### src/rtl/mcycle_ctrl.sv
// Sequencer for the multi-cycle MUL/DIV unit: shift-add multiplier and restoring
// divider, one bit per cycle for WIDTH cycles, with Busy stall and one-cycle Done.
module mcycle_ctrl #(
  parameter int unsigned WIDTH = 32
) (
  input  logic             CLK,
  input  logic             Reset,
  input  logic             Start,
  input  logic [1:0]       MCycleOp,
  input  logic [WIDTH-1:0] Operand1,
  input  logic [WIDTH-1:0] Operand2,
  output logic [WIDTH-1:0] Result1,
  output logic [WIDTH-1:0] Result2,
  output logic             Busy,
  output logic             Done
);

  localparam int unsigned CW = $clog2(WIDTH);

  typedef enum logic [1:0] {S_IDLE, S_COMPUTE, S_DONE} state_t;

  state_t             r_state, w_state_nxt;
  logic               w_accept, w_last;
  logic [CW-1:0]      r_cnt;
  logic [1:0]         r_op;
  logic [WIDTH-1:0]   r_a, r_b, r_orig1, r_rem;
  logic [2*WIDTH-1:0] r_acc;
  logic               r_neg_q, r_neg_r;
  logic [WIDTH-1:0]   r_result1, r_result2;

  logic               w_neg1, w_neg2;
  logic [WIDTH-1:0]   w_abs1, w_abs2;
  logic [WIDTH:0]     w_sum, w_shift;
  logic [2*WIDTH-1:0] w_acc_nxt, w_prod;
  logic [WIDTH-1:0]   w_diff, w_rem_nxt, w_quot_nxt;
  logic               w_ge;
  logic [WIDTH-1:0]   w_res1, w_res2;

  assign w_last = (r_cnt == CW'(WIDTH-1));

  always_ff @(posedge CLK or posedge Reset) begin
    if (Reset) r_state <= S_IDLE;
    else       r_state <= w_state_nxt;
  end

  always_comb begin
    w_state_nxt = r_state;
    w_accept    = 1'b0;
    Busy        = 1'b0;
    Done        = 1'b0;
    case (r_state)
      S_IDLE: begin
        if (Start) begin
          w_accept    = 1'b1;
          Busy        = 1'b1;
          w_state_nxt = S_COMPUTE;
        end
      end
      S_COMPUTE: begin
        Busy = 1'b1;
        if (w_last) w_state_nxt = S_DONE;
      end
      S_DONE: begin
        Done = 1'b1;
        if (Start) begin
          w_accept    = 1'b1;
          Busy        = 1'b1;
          w_state_nxt = S_COMPUTE;
        end else begin
          w_state_nxt = S_IDLE;
        end
      end
      default: w_state_nxt = S_IDLE;
    endcase
  end

  // Signed operands are iterated as magnitudes; signs are reapplied at completion.
  always_comb begin
    w_neg1 = MCycleOp[0] & Operand1[WIDTH-1];
    w_neg2 = MCycleOp[0] & Operand2[WIDTH-1];
    w_abs1 = w_neg1 ? -Operand1 : Operand1;
    w_abs2 = w_neg2 ? -Operand2 : Operand2;
  end

  always_comb begin
    w_sum     = {1'b0, r_acc[2*WIDTH-1:WIDTH]} + {1'b0, (r_acc[0] ? r_a : '0)};
    w_acc_nxt = {w_sum, r_acc[WIDTH-1:1]};
    w_prod    = r_neg_q ? -w_acc_nxt : w_acc_nxt;
  end

  // Remainder stays below the divisor, so only the shifted trial needs WIDTH+1 bits.
  always_comb begin
    w_shift    = {r_rem, r_acc[WIDTH-1]};
    w_ge       = (w_shift >= {1'b0, r_b});
    w_diff     = w_shift[WIDTH-1:0] - r_b;
    w_rem_nxt  = w_ge ? w_diff : w_shift[WIDTH-1:0];
    w_quot_nxt = {r_acc[WIDTH-2:0], w_ge};
  end

  always_comb begin
    w_res1 = w_prod[WIDTH-1:0];
    w_res2 = w_prod[2*WIDTH-1:WIDTH];
    if (r_op[1]) begin
      if (r_b == '0) begin
        w_res1 = '1;
        w_res2 = r_orig1;
      end else begin
        w_res1 = r_neg_q ? -w_quot_nxt : w_quot_nxt;
        w_res2 = r_neg_r ? -w_rem_nxt : w_rem_nxt;
      end
    end
  end

  always_ff @(posedge CLK or posedge Reset) begin
    if (Reset) begin
      r_cnt     <= '0;
      r_op      <= '0;
      r_a       <= '0;
      r_b       <= '0;
      r_orig1   <= '0;
      r_rem     <= '0;
      r_acc     <= '0;
      r_neg_q   <= 1'b0;
      r_neg_r   <= 1'b0;
      r_result1 <= '0;
      r_result2 <= '0;
    end else if (w_accept) begin
      r_cnt   <= '0;
      r_op    <= MCycleOp;
      r_a     <= w_abs1;
      r_b     <= w_abs2;
      r_orig1 <= Operand1;
      r_rem   <= '0;
      r_acc   <= {{WIDTH{1'b0}}, (MCycleOp[1] ? w_abs1 : w_abs2)};
      r_neg_q <= w_neg1 ^ w_neg2;
      r_neg_r <= w_neg1;
    end else if (r_state == S_COMPUTE) begin
      r_cnt <= r_cnt + CW'(1);
      if (r_op[1]) begin
        r_acc <= {r_acc[2*WIDTH-1:WIDTH], w_quot_nxt};
        r_rem <= w_rem_nxt;
      end else begin
        r_acc <= w_acc_nxt;
      end
      if (w_last) begin
        r_result1 <= w_res1;
        r_result2 <= w_res2;
      end
    end
  end

  assign Result1 = r_result1;
  assign Result2 = r_result2;

endmodule

### config.mk
export PLATFORM = sky130hd
export DESIGN_NAME = mcycle_ctrl
export DESIGN_NICKNAME = d
export VERILOG_FILES = /design/src/rtl/mcycle_ctrl.sv
export SDC_FILE = /design/constraint.sdc
export NUM_CORES = 1
export LEC_CHECK = 0
export CAP_MARGIN = 15
export CELL_PAD_IN_SITES_DETAIL_PLACEMENT = 1
export CELL_PAD_IN_SITES_GLOBAL_PLACEMENT = 2
export CORE_ASPECT_RATIO = 1.25
export CORE_MARGIN = 8
export CORE_UTILIZATION = 36
export DETAILED_ROUTE_END_ITERATION = 10
export PLACE_DENSITY_LB_ADDON = 0.1
export REMOVE_ABC_BUFFERS = 1
export SYNTH_ARGS = -nofsm -noshare
export SYNTH_HDL_FRONTEND = slang
export SYNTH_SLANG_ARGS = --single-unit
### constraint.sdc
create_clock -name CLK -period 10.6 [get_ports CLK]
set_clock_uncertainty 0.05 [all_clocks]
set_input_delay 1.59 -clock CLK [delete_from_list [all_inputs] [get_ports CLK]]
set_output_delay 1.59 -clock CLK [all_outputs]
set_load 0.05 [all_outputs]
==> flow_metrics.tcl <==
set metrics [dict create \
    ctsHtreeMaxLevel 2 \
    min_to "r_a[25]$_DFFE_PP0P_" \
    grt_first_pass_wirelength_um 127000 \
    rsz0062_at_grt "false" \
    cts.sinks 265 \
    setup_slack_ns 4.01 \
    synth_top_area_frac 0.326 \
    p_seq_frac 0.213 \
    finalHoldViolCount 0 \
    holdWs_ns 0.419 \
    layout_min_cycle_time_ns 6.59 \
    ant_nets 0 \
    n_antenna_cell 0 \
    grt_usage 0.252 \
    vias 19700 \
    cts_resized 0 \
    row_count 97 \
    drt-total-wl_um 83100 \
    end_kind "register" \
    pwr-share-comb 0.655 \
    critical_path.top_delay_family "compound AO/OA/AOI/OAI gates" \
    synth-seq-area-share 0.326 \
    p_int_mw 4.26 \
    synthCells 2622 \
    grt_max_degree 152 \
    setup_violations 0 \
    yosysWarnings 0 \
    status "completed" \
    r2r_slack_ns 4.01 \
    area_growth_pct 14.6 \
    tightestPinTransition_ns 1.14 \
    hold_class "reg -> reg" \
    p_leak_nw 9.90 \
    ys_seq_elements 265 \
    synth_top_cell_by_area "dfrtp_1" \
    viasPerCell 5.78 \
    die_x_um 229 \
    layout-drive-gt1-share 0.0512 \
    reg2regPathDepth 20 \
    clkLatencyLatePin_ns 0.55 \
    synthAdderAreaFrac 0.0456 \
    antenna_found_initial 0 \
    synthMuxAreaShare 0.0295 \
    place_congestion 0.876 \
    drtPass1Iterations 5 \
    synth-simple-area-share 0.226 \
    post_cts_buffers 0 \
    grt_overflow 0 \
    power_density_nw_per_um2 394 \
    pin_count 135 \
    path_max_fanout 53 \
    crit_chain "inv_1, ha_1, nor2b_1, o2111ai_1, a211oi_1, o311ai_0, nand3_2, buf_4, clkinv_1, mux2i_1, ha_1, nand2_1, a211oi_1, nand2_1, o41ai_1, nand3_1, o21ai_0, xnor2_1, o211a_1, o31ai_1" \
    nets 2774 \
    numPortBuffers 134 \
    tritoncts "built" \
    initial_core_util 0.364 \
    synth_edf_count 0 \
    worstHoldPathCells 2 \
    syn_area_per_cell_um2 7.76 \
    place_hpwl_um 63800 \
    finalInstanceArea_um2 23300 \
    peakVddDrop_mv 0.200 \
    dp_cells 3338 \
    crit_type "reg -> reg" \
    max_clock_freq_mhz 152 \
    crit_buf_inv 3 \
    switchingPower_mw 4.91 \
    r2r-start "r_acc[31]$_DFFE_PP0P_" \
    cpPeakStageDelay_ns 0.83 \
    finalPower_mw 9.17 \
    placedInstanceArea_um2 22200 \
    synth_compound_area_frac 0.229 \
    async_reset_ff_frac 1.00 \
    switching_share 0.536 \
    setup_tns_ns 0 \
    synth.distinct_cells 81 \
    cts_buffer_depth 3 \
    grt_pass1_vias 20200 \
    yosysMostFrequentCell "nand2_1" \
    dieArea_um2 64400 \
    core-area_um2 55900 \
    slowest_stage "o41ai_1" \
    synth_top_cells_by_count "nand2_1 (444), o21ai_0 (312), dfrtp_1 (265)" \
    clkTransAtPathRegs_ns 0.06 \
    synth-main-ff-cell "dfrtp_1" \
    r2r_end "Result2[26]$_DFFE_PP0P_" \
    drc 0 \
    worstHoldStart "r_a[25]$_DFFE_PP0P_" \
    worstPathArrival_ns 7.00 \
    relSlewSlack 0.221 \
    synth_area_um2 20300 \
    cp-start-kind "register" \
    synth_xor_area_frac 0.0943 \
    synthTopCellsByArea "dfrtp_1 (33%), nand2_1 (8.2%), o21ai_0 (7.7%)" \
    final_cells 3398 \
    fin_util 0.416 \
    die_h_um 282 \
    post_drt_wl_per_cell_um 24.4 \
    cts_buffers 34 \
    post-place-ws_ns 4.10 \
    slew_violations 0 \
    synth_top_family_by_area "compound AO/OA/AOI/OAI gates" \
    p_clk_frac 0.132 \
    ctsHoldBuffers 0 \
    drtIter0Drc 1058 \
    period_share 0.622 \
    clock-root-buffer "clkbuf_16" \
    cp.required_ns 11.01 \
    cap_violations 0 \
]
-- worst reg2reg max path: stages, from the launching register on --
cell	delay, ns
dfrtp_1	0.56
inv_1	0.13
ha_1	0.22
nor2b_1	0.17
o2111ai_1	0.34
a211oi_1	0.61
o311ai_0	0.26
nand3_2	0.14
buf_4	0.57
clkinv_1	0.29
mux2i_1	0.32
ha_1	0.26
nand2_1	0.11
a211oi_1	0.38
nand2_1	0.10
o41ai_1	0.83
nand3_1	0.33
o21ai_0	0.31
xnor2_1	0.11
o211a_1	0.22
o31ai_1	0.18
-- flip-flops by register name (all words and copies together) (netlist names) --
name / count
Result2: 32
Result1: 32
r_op: 1
r_b: 32
r_a: 32
r_neg_q: 1
r_acc: 64
r_orig1: 31
r_rem: 32
r_neg_r: 1
r_cnt: 5
r_state: 2
-- layer usage --
layer | track usage | up-vias | share of wire
met4 | 0.0825 | 0 | 0.032
li1 | - | 9321 | -
met5 | 0 | - | 0
met2 | 0.434 | 321 | 0.48
met1 | 0.329 | 9911 | 0.45
met3 | 0.0252 | 103 | 0.030
-- logic make-up (layout without fill, tap and decap cells) --
family | after synthesis | in the layout
AND/OR/NAND/NOR | 987 | 987
XOR/XNOR | 219 | 219
buffers and inverters | 265 | 299
multiplexers | 58 | 58
adder cells (fa/ha/maj) | 73 | 73
flip-flops | 265 | 265
AO/OA/AOI/OAI | 755 | 755
-- power groups by stage --
stage               sequential (mW)  clock, mW  combinational [mW]
detailed placement             1.97          0                5.96
global placement               1.94          0                5.85
floorplan                      2.14          0                3.80
CTS                            1.95       1.25                5.99
finish                         1.95       1.21                6.01
global route                   2.01       1.27                6.60
-- layout by cell type, fill, tap and decap left out, types with 9 or more instances in the layout --
| cell | netlist | layout |
|---|---|---|
| a21o_1 | 25 | 25 |
| o21a_1 | 15 | 15 |
| a31oi_1 | 17 | 17 |
| clkdlybuf4s50_1 | 0 | 133 |
| or4_1 | 13 | 13 |
| xor2_1 | 111 | 111 |
| and3_1 | 17 | 17 |
| nor2_1 | 152 | 151 |
| mux2i_1 | 52 | 52 |
| and2_1 | 49 | 49 |
| clkinv_2 | 0 | 10 |
| a21oi_1 | 136 | 136 |
| nand4_1 | 27 | 27 |
| inv_1 | 78 | 77 |
| o41ai_1 | 16 | 16 |
| nor4_1 | 27 | 26 |
| o21ai_0 | 312 | 311 |
| or3_1 | 24 | 24 |
| or2_2 | 10 | 10 |
| o211ai_1 | 52 | 52 |
| nor2b_1 | 11 | 9 |
| nand2b_1 | 20 | 17 |
| o22ai_1 | 32 | 32 |
| o311ai_0 | 9 | 9 |
| ha_1 | 71 | 71 |
| clkbuf_16 | 0 | 37 |
| nor3_1 | 56 | 56 |
| nand3_1 | 103 | 102 |
| buf_4 | 0 | 25 |
| o31ai_1 | 27 | 27 |
| xnor2_1 | 108 | 108 |
| nand2_1 | 444 | 443 |
| dfrtp_1 | 265 | 263 |
| a211oi_1 | 21 | 21 |
-- area by class of cell --
| type | count | area [µm²] |
|---|---|---|
| inverter | 79 | 304 |
| multi-input combinational | 2092 | 12800 |
| clock buffer | 46 | 1010 |
| timing repair buffer | 160 | 1540 |
| fill | 6750 | 32600 |
| clock inverter | 14 | 125 |
| sequential | 265 | 6640 |
| tap | 742 | 928 |
-- worst max path at each step --
stage                     slack (ns)             startpoint                      end  cells after the start
after floorplan                 1.66                  Reset   Result1[0]$_DFFE_PP0P_                      1
after global placement          4.34  r_acc[31]$_DFFE_PP0P_  Result2[26]$_DFFE_PP0P_                     20
after detailed placement        4.10  r_acc[31]$_DFFE_PP0P_  Result2[26]$_DFFE_PP0P_                     20
after CTS                       4.07  r_acc[31]$_DFFE_PP0P_  Result2[26]$_DFFE_PP0P_                     20
after global routing            3.54  r_acc[31]$_DFFE_PP0P_  Result2[26]$_DFFE_PP0P_                     20
final                           4.01  r_acc[31]$_DFFE_PP0P_  Result2[26]$_DFFE_PP0P_                     20
Power figures use the tool's default switching activity.
